### config.mk
export PLATFORM = sky130hd
export DESIGN_NAME = pipeline_perf_monitor
export DESIGN_NICKNAME = d
export VERILOG_FILES = /design/src/rtl/perf_mon_pkg.sv /design/src/rtl/perf_sat_counter.sv /design/src/rtl/pipeline_perf_monitor.sv
export SDC_FILE = /design/constraint.sdc
export NUM_CORES = 1
export LEC_CHECK = 0
export ABC_AREA = 1
export BUFFER_PORTS_ARGS = -buffer_cell sky130_fd_sc_hd__buf_2
export CAP_MARGIN = 20
export CORE_ASPECT_RATIO = 1.2
export CORE_MARGIN = 2
export CORE_UTILIZATION = 55
export DETAILED_ROUTE_END_ITERATION = 12
export GPL_ROUTABILITY_DRIVEN = 0
export GPL_TIMING_DRIVEN = 1
export PLACE_DENSITY = 0.84
export SYNTH_ARGS = -nofsm -noshare
export SYNTH_HDL_FRONTEND = slang
export SYNTH_SLANG_ARGS = --single-unit
### constraint.sdc
create_clock -name clk_i -period 7.9 [get_ports clk_i]
set_input_delay 0.395 -clock clk_i [delete_from_list [all_inputs] [get_ports clk_i]]
set_output_delay 0.395 -clock clk_i [all_outputs]
set_load 0.02 [all_outputs]
### src/rtl/perf_mon_pkg.sv
// perf_mon_pkg: shared state type and sizing constants for pipeline_perf_monitor.
package perf_mon_pkg;

   // Default width of every event counter.
   localparam int unsigned CntWDefault = 32;

   // Width of the consecutive-idle-fetch (drain) counter; covers IDLE_LIMIT up to 255.
   localparam int unsigned DrainW = 8;

   typedef enum logic [1:0] {
      StIdle,
      StRun,
      StDrain,
      StDone
   } state_e;

endpackage

### src/rtl/perf_sat_counter.sv
// perf_sat_counter: event counter with enable and synchronous clear that sticks at all-ones.
module perf_sat_counter #(
   parameter int unsigned Width = 32
) (
   input  logic             i_clk,
   input  logic             i_rst,
   input  logic             i_clr,
   input  logic             i_en,
   output logic [Width-1:0] o_cnt
);

   logic [Width-1:0] r_cnt;

   // Count enabled events; clear wins over enable; never wrap past all-ones.
   always_ff @(posedge i_clk or posedge i_rst) begin
      if (i_rst) begin
         r_cnt <= '0;
      end else if (i_clr) begin
         r_cnt <= '0;
      end else if (i_en && (r_cnt != {Width{1'b1}})) begin
         r_cnt <= r_cnt + Width'(1);
      end
   end

   assign o_cnt = r_cnt;

endmodule

### src/rtl/pipeline_perf_monitor.sv
// pipeline_perf_monitor: counts cycles, data-hazard stalls, flushes and retirements of the
// pipelined CPU and flags program completion once the fetch stream stays zero.
// Optional watchdog: define PERF_MON_WATCHDOG_EN to force completion at MAX_CYCLES cycles.
module pipeline_perf_monitor
   import perf_mon_pkg::*;
#(
   parameter int unsigned CNT_W      = CntWDefault,
   parameter int unsigned IDLE_LIMIT = 8,
   parameter int unsigned MAX_CYCLES = 1024
) (
   input  logic             clk_i,
   input  logic             rst_i,
   input  logic             start_i,
   input  logic             clear_i,
   input  logic             stall_i,
   input  logic             branch_i,
   input  logic             flush_i,
   input  logic [31:0]      instr_i,
   input  logic             retire_i,
   output logic [CNT_W-1:0] cycle_o,
   output logic [CNT_W-1:0] stall_o,
   output logic [CNT_W-1:0] flush_o,
   output logic [CNT_W-1:0] retire_o,
   output logic             done_o,
   output logic             timeout_o
);

   localparam logic [DrainW-1:0] LimitCnt = DrainW'(IDLE_LIMIT);

   state_e            r_state;
   state_e            w_state_nxt;
   logic [DrainW-1:0] r_drain;
   logic [DrainW-1:0] w_drain_nxt;
   logic [DrainW-1:0] w_drain_inc;
   logic              w_active;
   logic              w_zero_fetch;
   logic [CNT_W-1:0]  w_cycle;

   // Counting happens only on running edges; a start-low edge is a pause, not a count.
   assign w_active     = !clear_i && start_i && ((r_state == StRun) || (r_state == StDrain));
   assign w_zero_fetch = (instr_i == 32'd0);
   assign w_drain_inc  = r_drain + DrainW'(1);

`ifdef PERF_MON_WATCHDOG_EN
   logic w_wd_hit;
   logic w_tout_set;
   logic r_timeout;

   // Fires on the edge where the cycle count steps onto MAX_CYCLES (wide compare, no truncation).
   assign w_wd_hit = w_active && (w_cycle != {CNT_W{1'b1}}) &&
                     ((65'(w_cycle) + 65'd1) == 65'(MAX_CYCLES));
`endif

   // Next state and drain count; clear overrides every event.
   always_comb begin
      w_state_nxt = r_state;
      w_drain_nxt = r_drain;
`ifdef PERF_MON_WATCHDOG_EN
      w_tout_set  = 1'b0;
`endif
      if (clear_i) begin
         w_state_nxt = StIdle;
         w_drain_nxt = '0;
      end else begin
         unique case (r_state)
            StIdle: begin
               if (start_i) w_state_nxt = StRun;
            end
            StRun: begin
               if (!start_i) begin
                  w_state_nxt = StIdle;
               end else if (w_zero_fetch && !stall_i) begin
                  w_drain_nxt = DrainW'(1);
                  w_state_nxt = (LimitCnt == DrainW'(1)) ? StDone : StDrain;
               end
            end
            StDrain: begin
               if (!start_i) begin
                  w_state_nxt = StIdle;
               end else if (!w_zero_fetch || flush_i) begin
                  w_state_nxt = StRun;
                  w_drain_nxt = '0;
               end else if (!stall_i) begin
                  w_drain_nxt = w_drain_inc;
                  if (w_drain_inc == LimitCnt) w_state_nxt = StDone;
               end
            end
            StDone: begin
               w_state_nxt = StDone;
            end
            default: begin
               w_state_nxt = StIdle;
            end
         endcase
      end
`ifdef PERF_MON_WATCHDOG_EN
      // A natural finish on the same edge takes precedence, so no timeout flag then.
      if (w_wd_hit && (w_state_nxt != StDone)) begin
         w_state_nxt = StDone;
         w_tout_set  = 1'b1;
      end
`endif
   end

   // State and drain-count registers.
   always_ff @(posedge clk_i or posedge rst_i) begin
      if (rst_i) begin
         r_state <= StIdle;
         r_drain <= '0;
      end else begin
         r_state <= w_state_nxt;
         r_drain <= w_drain_nxt;
      end
   end

`ifdef PERF_MON_WATCHDOG_EN
   // Remember that completion came from the watchdog until reset or clear.
   always_ff @(posedge clk_i or posedge rst_i) begin
      if (rst_i) begin
         r_timeout <= 1'b0;
      end else if (clear_i) begin
         r_timeout <= 1'b0;
      end else if (w_tout_set) begin
         r_timeout <= 1'b1;
      end
   end

   assign timeout_o = r_timeout;
`else
   logic w_unused_max_cycles;

   assign w_unused_max_cycles = ^MAX_CYCLES;
   assign timeout_o           = 1'b0;
`endif

   assign done_o  = (r_state == StDone);
   assign cycle_o = w_cycle;

   perf_sat_counter #(.Width(CNT_W)) u_cnt_cycle (
      .i_clk (clk_i),
      .i_rst (rst_i),
      .i_clr (clear_i),
      .i_en  (w_active),
      .o_cnt (w_cycle)
   );

   // Stalls caused by a decoded branch are control, not data, hazards.
   perf_sat_counter #(.Width(CNT_W)) u_cnt_stall (
      .i_clk (clk_i),
      .i_rst (rst_i),
      .i_clr (clear_i),
      .i_en  (w_active && stall_i && !branch_i),
      .o_cnt (stall_o)
   );

   perf_sat_counter #(.Width(CNT_W)) u_cnt_flush (
      .i_clk (clk_i),
      .i_rst (rst_i),
      .i_clr (clear_i),
      .i_en  (w_active && flush_i),
      .o_cnt (flush_o)
   );

   perf_sat_counter #(.Width(CNT_W)) u_cnt_retire (
      .i_clk (clk_i),
      .i_rst (rst_i),
      .i_clr (clear_i),
      .i_en  (w_active && retire_i),
      .o_cnt (retire_o)
   );

endmodule

### Yosys cells after proc, flatten, opt, wreduce, memory -nomap -nowiden

Index checks and enable logic that the tools add are counted.

| storage, ports and cells | value |
|---|---|
| bits of input ports | 40 |
| logic and storage cells | 77 |
| flip-flop bits (word level) | 138 |
| output and inout port bits | 130 |

| cells by class | value |
|---|---|
| reductions and logical operators | 26 |
| equal/unequal tests | 16 |
| muxes and demuxes | 24 |
| $add $sub $neg | 5 |

Operators by type and width:

| operator | count |
|---|---|
| 32-bit 2-to-1 mux | 8 |
| 32-bit by 1-bit adder with 32-bit output, second input constant | 4 |
| 32-bit != test, second input constant | 4 |
| 8-bit 2-to-1 mux | 6 |
| 32-bit logical NOT | 1 |
| 2-bit 2-to-1 mux | 8 |
| 8-bit case mux with 2 select lines | 1 |
| 1-bit logical AND | 11 |
| 3-bit != test, second input constant | 3 |
| 8-bit by 1-bit adder with 8-bit output, second input constant | 1 |
| 8-bit by 4-bit equality test with 1-bit output, second input constant | 1 |
| 4-bit by 3-bit != test with 1-bit output, second input constant | 2 |
| 2-bit case mux with 4 select lines | 1 |
| 2-bit nonzero test | 4 |
| 5-bit by 3-bit != test with 1-bit output, second input constant | 1 |
| 5-bit by 4-bit != test with 1-bit output, second input constant | 1 |
| 5-bit AND reduction | 1 |
| 2-bit equality test, second input constant | 2 |
| 1-bit logical NOT | 4 |
| 4-bit AND reduction | 1 |
| 3-bit by 2-bit != test with 1-bit output, second input constant | 1 |
| 3-bit nonzero test | 1 |
| 2-bit by 1-bit equality test with 1-bit output, second input constant | 1 |
| 2-bit logical NOT | 1 |
| 1-bit logical OR | 2 |

### Longest topological paths before layout

| depth | value |
|---|---|
| depth after elaboration | 8 |
| mapped depth | 13 |
| depth with buffers taken out | 12 |

### Modules after synthesis

A second synthesis with hierarchy kept.

| unflattened totals | value |
|---|---|
| cell total of the unflattened synthesis | 1615 |
| area, all modules | 10193.5 um^2 |

By module, submodules not included:

| module | sequential area each (um^2) | cells an instance | instances | area an instance (um^2) |
|---|---|---|---|---|
| perf_sat_counter | 800.8 | 360 | 4 | 2274.7 |
| pipeline_perf_monitor | 250.2 | 175 | 1 | 1094.8 |

### Least setup slack after synthesis

Ideal clock, no wire load.

| timing path | value |
|---|---|
| path type | flip-flop to flip-flop |
| start | register u_cnt_retire.r_cnt[0], in the netlist u_cnt_retire.o_cnt[0] |
| end | register u_cnt_retire.r_cnt[15], in the netlist u_cnt_retire.o_cnt[15] |
| path slack | 6017 ps |
| period minus slack after synthesis | 1883 ps |
| data required time | 7765 ps |
| cell stages (with the launch flop) | 12 |
| arrival | 1748 ps |
| path buffers | 1 |
| library setup time | 135 ps |
| path through | dfrtp_1 ha_1 nand3_1 inv_1 nand2_1 nor2_2 nand2_2 nand2_4 inv_2 buf_6 a21oi_1 nor3_2 |

| on the way | value |
|---|---|
| cells in the longest elaborated chain, start to end | 3 |
| elaborated cells between the ends (all ways) | 6 |
| classes of those cells | add/sub (1); eq/ne (1); mux (2); reduce/logical (2) |

RTL lines:

| element | RTL line | source |
|---|---|---|
| start: declaration | perf_sat_counter.sv:12 | `logic [Width-1:0] r_cnt;` |
| start signal: assignment | perf_sat_counter.sv:21 | `r_cnt <= r_cnt + Width'(1);` |
| 32-bit by 1-bit adder with 32-bit output / 32-bit != test (equally long branches) | perf_sat_counter.sv:21, perf_sat_counter.sv:20 |  |
| 32-bit 2-to-1 mux / 1-bit logical AND (equally long branches) | perf_sat_counter.sv:20 | `end else if (i_en && (r_cnt != {Width{1'b1}})) begin` |
| 32-bit 2-to-1 mux / 2-bit nonzero test (equally long branches) | n/a |  |

Parallel ways exist; a longest one is shown, timed or not. The select of a mux whose other input is x is not followed.
A chain may end at the register's enable or synchronous reset.

### Worst setup path after layout

| timing path | value |
|---|---|
| start | register r_state[0] |
| end | register u_cnt_stall.r_cnt[1], in the netlist u_cnt_stall.o_cnt[1] |

| on the way | value |
|---|---|
| cells in the longest elaborated chain, start to end | 7 |
| elaborated cells between the ends (all ways) | 8 |
| classes of those cells | eq/ne (2); reduce/logical (6) |

RTL lines:

| element | RTL line | source |
|---|---|---|
| start: declaration | pipeline_perf_monitor.sv:30 | `state_e r_state;` |
| start signal: assignment | pipeline_perf_monitor.sv:108 | `r_state <= StIdle;` |
| start signal: assignment | pipeline_perf_monitor.sv:111 | `r_state <= w_state_nxt;` |
| 2-bit by 1-bit equality test with 1-bit output / 2-bit equality test (equally long branches) | pipeline_perf_monitor.sv:40 | `assign w_active = !clear_i && start_i && ((r_state == StRun) \|\| (r_state == StDrain));` |
| 1-bit logical OR (*) | pipeline_perf_monitor.sv:40 |  |
| 1-bit logical AND (*) | pipeline_perf_monitor.sv:40 |  |
| 1-bit logical AND (*) (2 in series) | pipeline_perf_monitor.sv:152 | `.i_en (w_active && stall_i && !branch_i),` |
| 1-bit logical AND (*) | perf_sat_counter.sv:20 |  |
| 2-bit nonzero test (no line) (*) | n/a |  |
| end signal: assignment | perf_sat_counter.sv:21 |  |
| end: declaration | perf_sat_counter.sv:12 |  |

Mark *: on every way between the ends. The rest lies on a longest branch, timed or not.

==> results.txt <==
Fillers: 1,449
Wirelength, routed: 25.94 mm
Vias/cell: 5.602
Sequential fraction of the synthesis area: 37.56%
Antenna diode count: 0
Clock Latency Late Sink: 0.42 ns
CTS root buf: clkbuf_16
DRC errors left: 0
Synth-to-layout area growth: 17.31%
Fmax: 0.3618 GHz
Final Max Tran Viols: 0
Worst setup EP type: flop
Total GRT Usage: 29.44%
Max_slew headroom: 42.37%
Seq pwr share: 43.2%
Die area: 17,770 µm²
H-tree level count: 4
CP Cell Sequence: inv_1 > ha_1 > nand2_1 > nor3_1 > nand2_1 > nand2_1 > inv_1 > a22o_1
Clock sink count: 138
Worst-path maximum fanout: 24
CP peak stage delay: 0.72 ns
Final Cycle Share: 34.98%
Hold WS: 0.08362 ns
Max-cap violations: 0
Post-route clock skew: 0.01126 ns
Most Frequent Cell on Critical Path: nand2_1
Sw Ratio: 24.08%
Die X-Extent: 122.0 µm
Routing usage on met3: 4.389%
Ports: 170
Routed wire length per instance: 14.65 µm
CTS resizes: 0
R2R cell count: 8
DR iter-0 viols: 868
Crit start category: flop
Worst EP required: 8.20 ns
Crit Reg-Reg Endpoint: u_cnt_stall.o_cnt[1]$_DFFE_PP0P_
Maximum buffer depth of the clock tree: 2
Vias in the first global route: 9,097
CP Data Arrival Time: 3.07 ns
Final ANT Viol Nets: 0
Most common cell after layout, fill and taps aside: nand2_1
Comb power frac: 6.9%
Vias: 9,916
Syn Area/Cell: 6.633 µm²
Library cells used by synthesis: 36
PortBufs: 168
Mapped Nets: 1,436
Clock share of power: 49.9%
Starting density of the core: 56.50%
Pint: 1.261 mW
Final period demand of the worst path: 2.764 ns
Hold_buf cts: 0
Critical Setup Path Class: flop to flop
Pin count of the biggest net entering global routing: 76
R2R Path Start: r_state[0]$_DFFE_PP0P_
Status: completed
TNS Setup: 0 ns
Clock transition at the registers of the reported paths: 0.06 ns
Final setup vio count: 0
First-pass GRT wire length: 42.84 mm
GR met1 Demand/Resource: 38.65%
Cells after Synth: 1,386
CTS tree: built
Most frequent cells in the layout: 397 x nand2_1, 203 x nor2_1, 168 x buf_2
DPL Wire Length: 18.53 mm
CTS buffer count: 17
Tightest Hold Check Type: input pin to asynchronous set/reset pin
M2 GR Usage: 49.22%
Synthesis warning total: 0
Multi-input gate area: 4997 µm²
Max IR drop VDD: 104.1 µV
PwrDens: 154.1 nW/µm²
GR peak layer: met2
Final Hold Fails: 0
Initial antenna violation count: 0
Slew @ Worst Pin: 0.8623 ns
Reg2Reg Setup Slack: 5.14 ns
RSZ-0062 raised after global routing: no
Sw Pwr: 400.1 µW
Rows: 51
Register area: 3453 µm²
Final nets: 1,595
Layout cells sized above 1: 15.98%
CP Launch Point: r_state[0]$_DFFE_PP0P_
Critical-path top delay cell: nand2_1
Leakage: 4.745 nW
Synthesized area: 9194 µm²
TritonRoute pass-1 iters: 7
Core Box Area: 16,270 µm²
Postcts setup bufs: 0
Synth Register Bits: 138
Height of the die: 145.6 µm
Remaining global-route overflow: 0
[layout make-up]
type	instances	area share, %
tap	212	2.459
multi-input combinational	1060	46.33
inverter	157	5.510
sequential	138	32.02
clock inverter	6	0.7657
timing repair buffer	171	8.005
clock buffer	26	4.907
[through the flow]
step | instances | utilization (%) | power (mW) | worst slack, ns | instance area [µm²]
floorplan | 1386 | - | 0.8107 | 3.809 | 9194
global placement | 1738 | 62.52 | 0.8428 | 4.891 | 10170
detailed placement | 1738 | 62.52 | 0.8447 | 4.862 | 10170
CTS | 1770 | 66.28 | 1.665 | 5.200 | 10790
global route | 1770 | 66.28 | 1.716 | 4.977 | 10790
finish | 1770 | 66.28 | 1.662 | 5.136 | 10790
[cells in the mapped netlist (all sizes together)]
cell type | number | area, µm²
nand3b | 6 | 45.04
nor3 | 79 | 435.4
and2 | 1 | 6.260
nand3 | 89 | 450.4
conb | 1 | 3.750
or2 | 4 | 25.02
clkinv | 1 | 3.750
xnor2 | 10 | 87.58
o31ai | 13 | 97.59
dfrtp | 138 | 3453
a31oi | 1 | 6.260
and3 | 1 | 6.260
nor2 | 210 | 805.8
a22o | 1 | 8.760
inv | 156 | 585.6
nand4 | 59 | 369.1
a21oi | 20 | 100.1
xor2 | 22 | 192.7
o21ai | 109 | 545.5
clkbuf | 10 | 37.54
buf | 21 | 116.4
ha | 10 | 125.1
nand2 | 406 | 1556
nor3b | 10 | 80.07
nor4 | 8 | 50.05
[metal layers]
metal	wire, µm	up-vias
met5	0	-
met1	10660	4511
li1	-	4842
met4	644	0
met3	1930	65
met2	12710	498
[logic make-up after synthesis]
| family | count (synthesis) | synth area share [%] |
|---|---|---|
| AO/OA/AOI/OAI | 144 | 8.247 |
| XOR/XNOR | 32 | 3.048 |
| adder cells (fa/ha/maj) | 10 | 1.361 |
| buffers and inverters | 188 | 8.084 |
| flip-flops | 138 | 37.56 |
| other | 1 | 0.04079 |
| AND/OR/NAND/NOR | 873 | 41.66 |
[flip-flops by register name, summed over array words and instances (netlist names)]
signal,flops
u_cnt_retire.o_cnt,32
r_state,2
u_cnt_stall.o_cnt,32
u_cnt_flush.o_cnt,32
u_cnt_cycle.o_cnt,32
r_drain,8
[how the worst max path moves through the flow]
stage / endpoint / slack, ns / cells past startpoint
2_1_floorplan: r_drain[0]$_DFFE_PP0P_ / 3.81 / 1
3_3_place_gp: u_cnt_cycle.o_cnt[28]$_DFFE_PP0P_ / 4.89 / 7
3_5_place_dp: u_cnt_cycle.o_cnt[15]$_DFFE_PP0P_ / 4.86 / 8
4_1_cts: u_cnt_stall.o_cnt[1]$_DFFE_PP0P_ / 5.20 / 8
5_1_grt: u_cnt_stall.o_cnt[4]$_DFFE_PP0P_ / 4.98 / 11
6_report: u_cnt_stall.o_cnt[1]$_DFFE_PP0P_ / 5.14 / 8
[power by group through the flow]
stage | sequential (mW) | combinational, mW | clock, mW
final | 0.718 | 0.114 | 0.829
after global routing | 0.719 | 0.130 | 0.868
after CTS | 0.718 | 0.114 | 0.832
after detailed placement | 0.731 | 0.114 | 0
after global placement | 0.731 | 0.112 | 0
after floorplan | 0.732 | 0.0788 | 0
[worst max-delay path, delay by kind of cell, from the launching register on]
| kind | cells | cell delay, ns |
|---|---|---|
| AND/OR/NAND/NOR | 4 | 1.46 |
| flip-flops | 1 | 0.40 |
| buffers and inverters | 2 | 0.29 |
| adder cells (fa/ha/maj) | 1 | 0.28 |
| AO/OA/AOI/OAI | 1 | 0.23 |
Note: power is estimated with default switching activity, not from simulation.
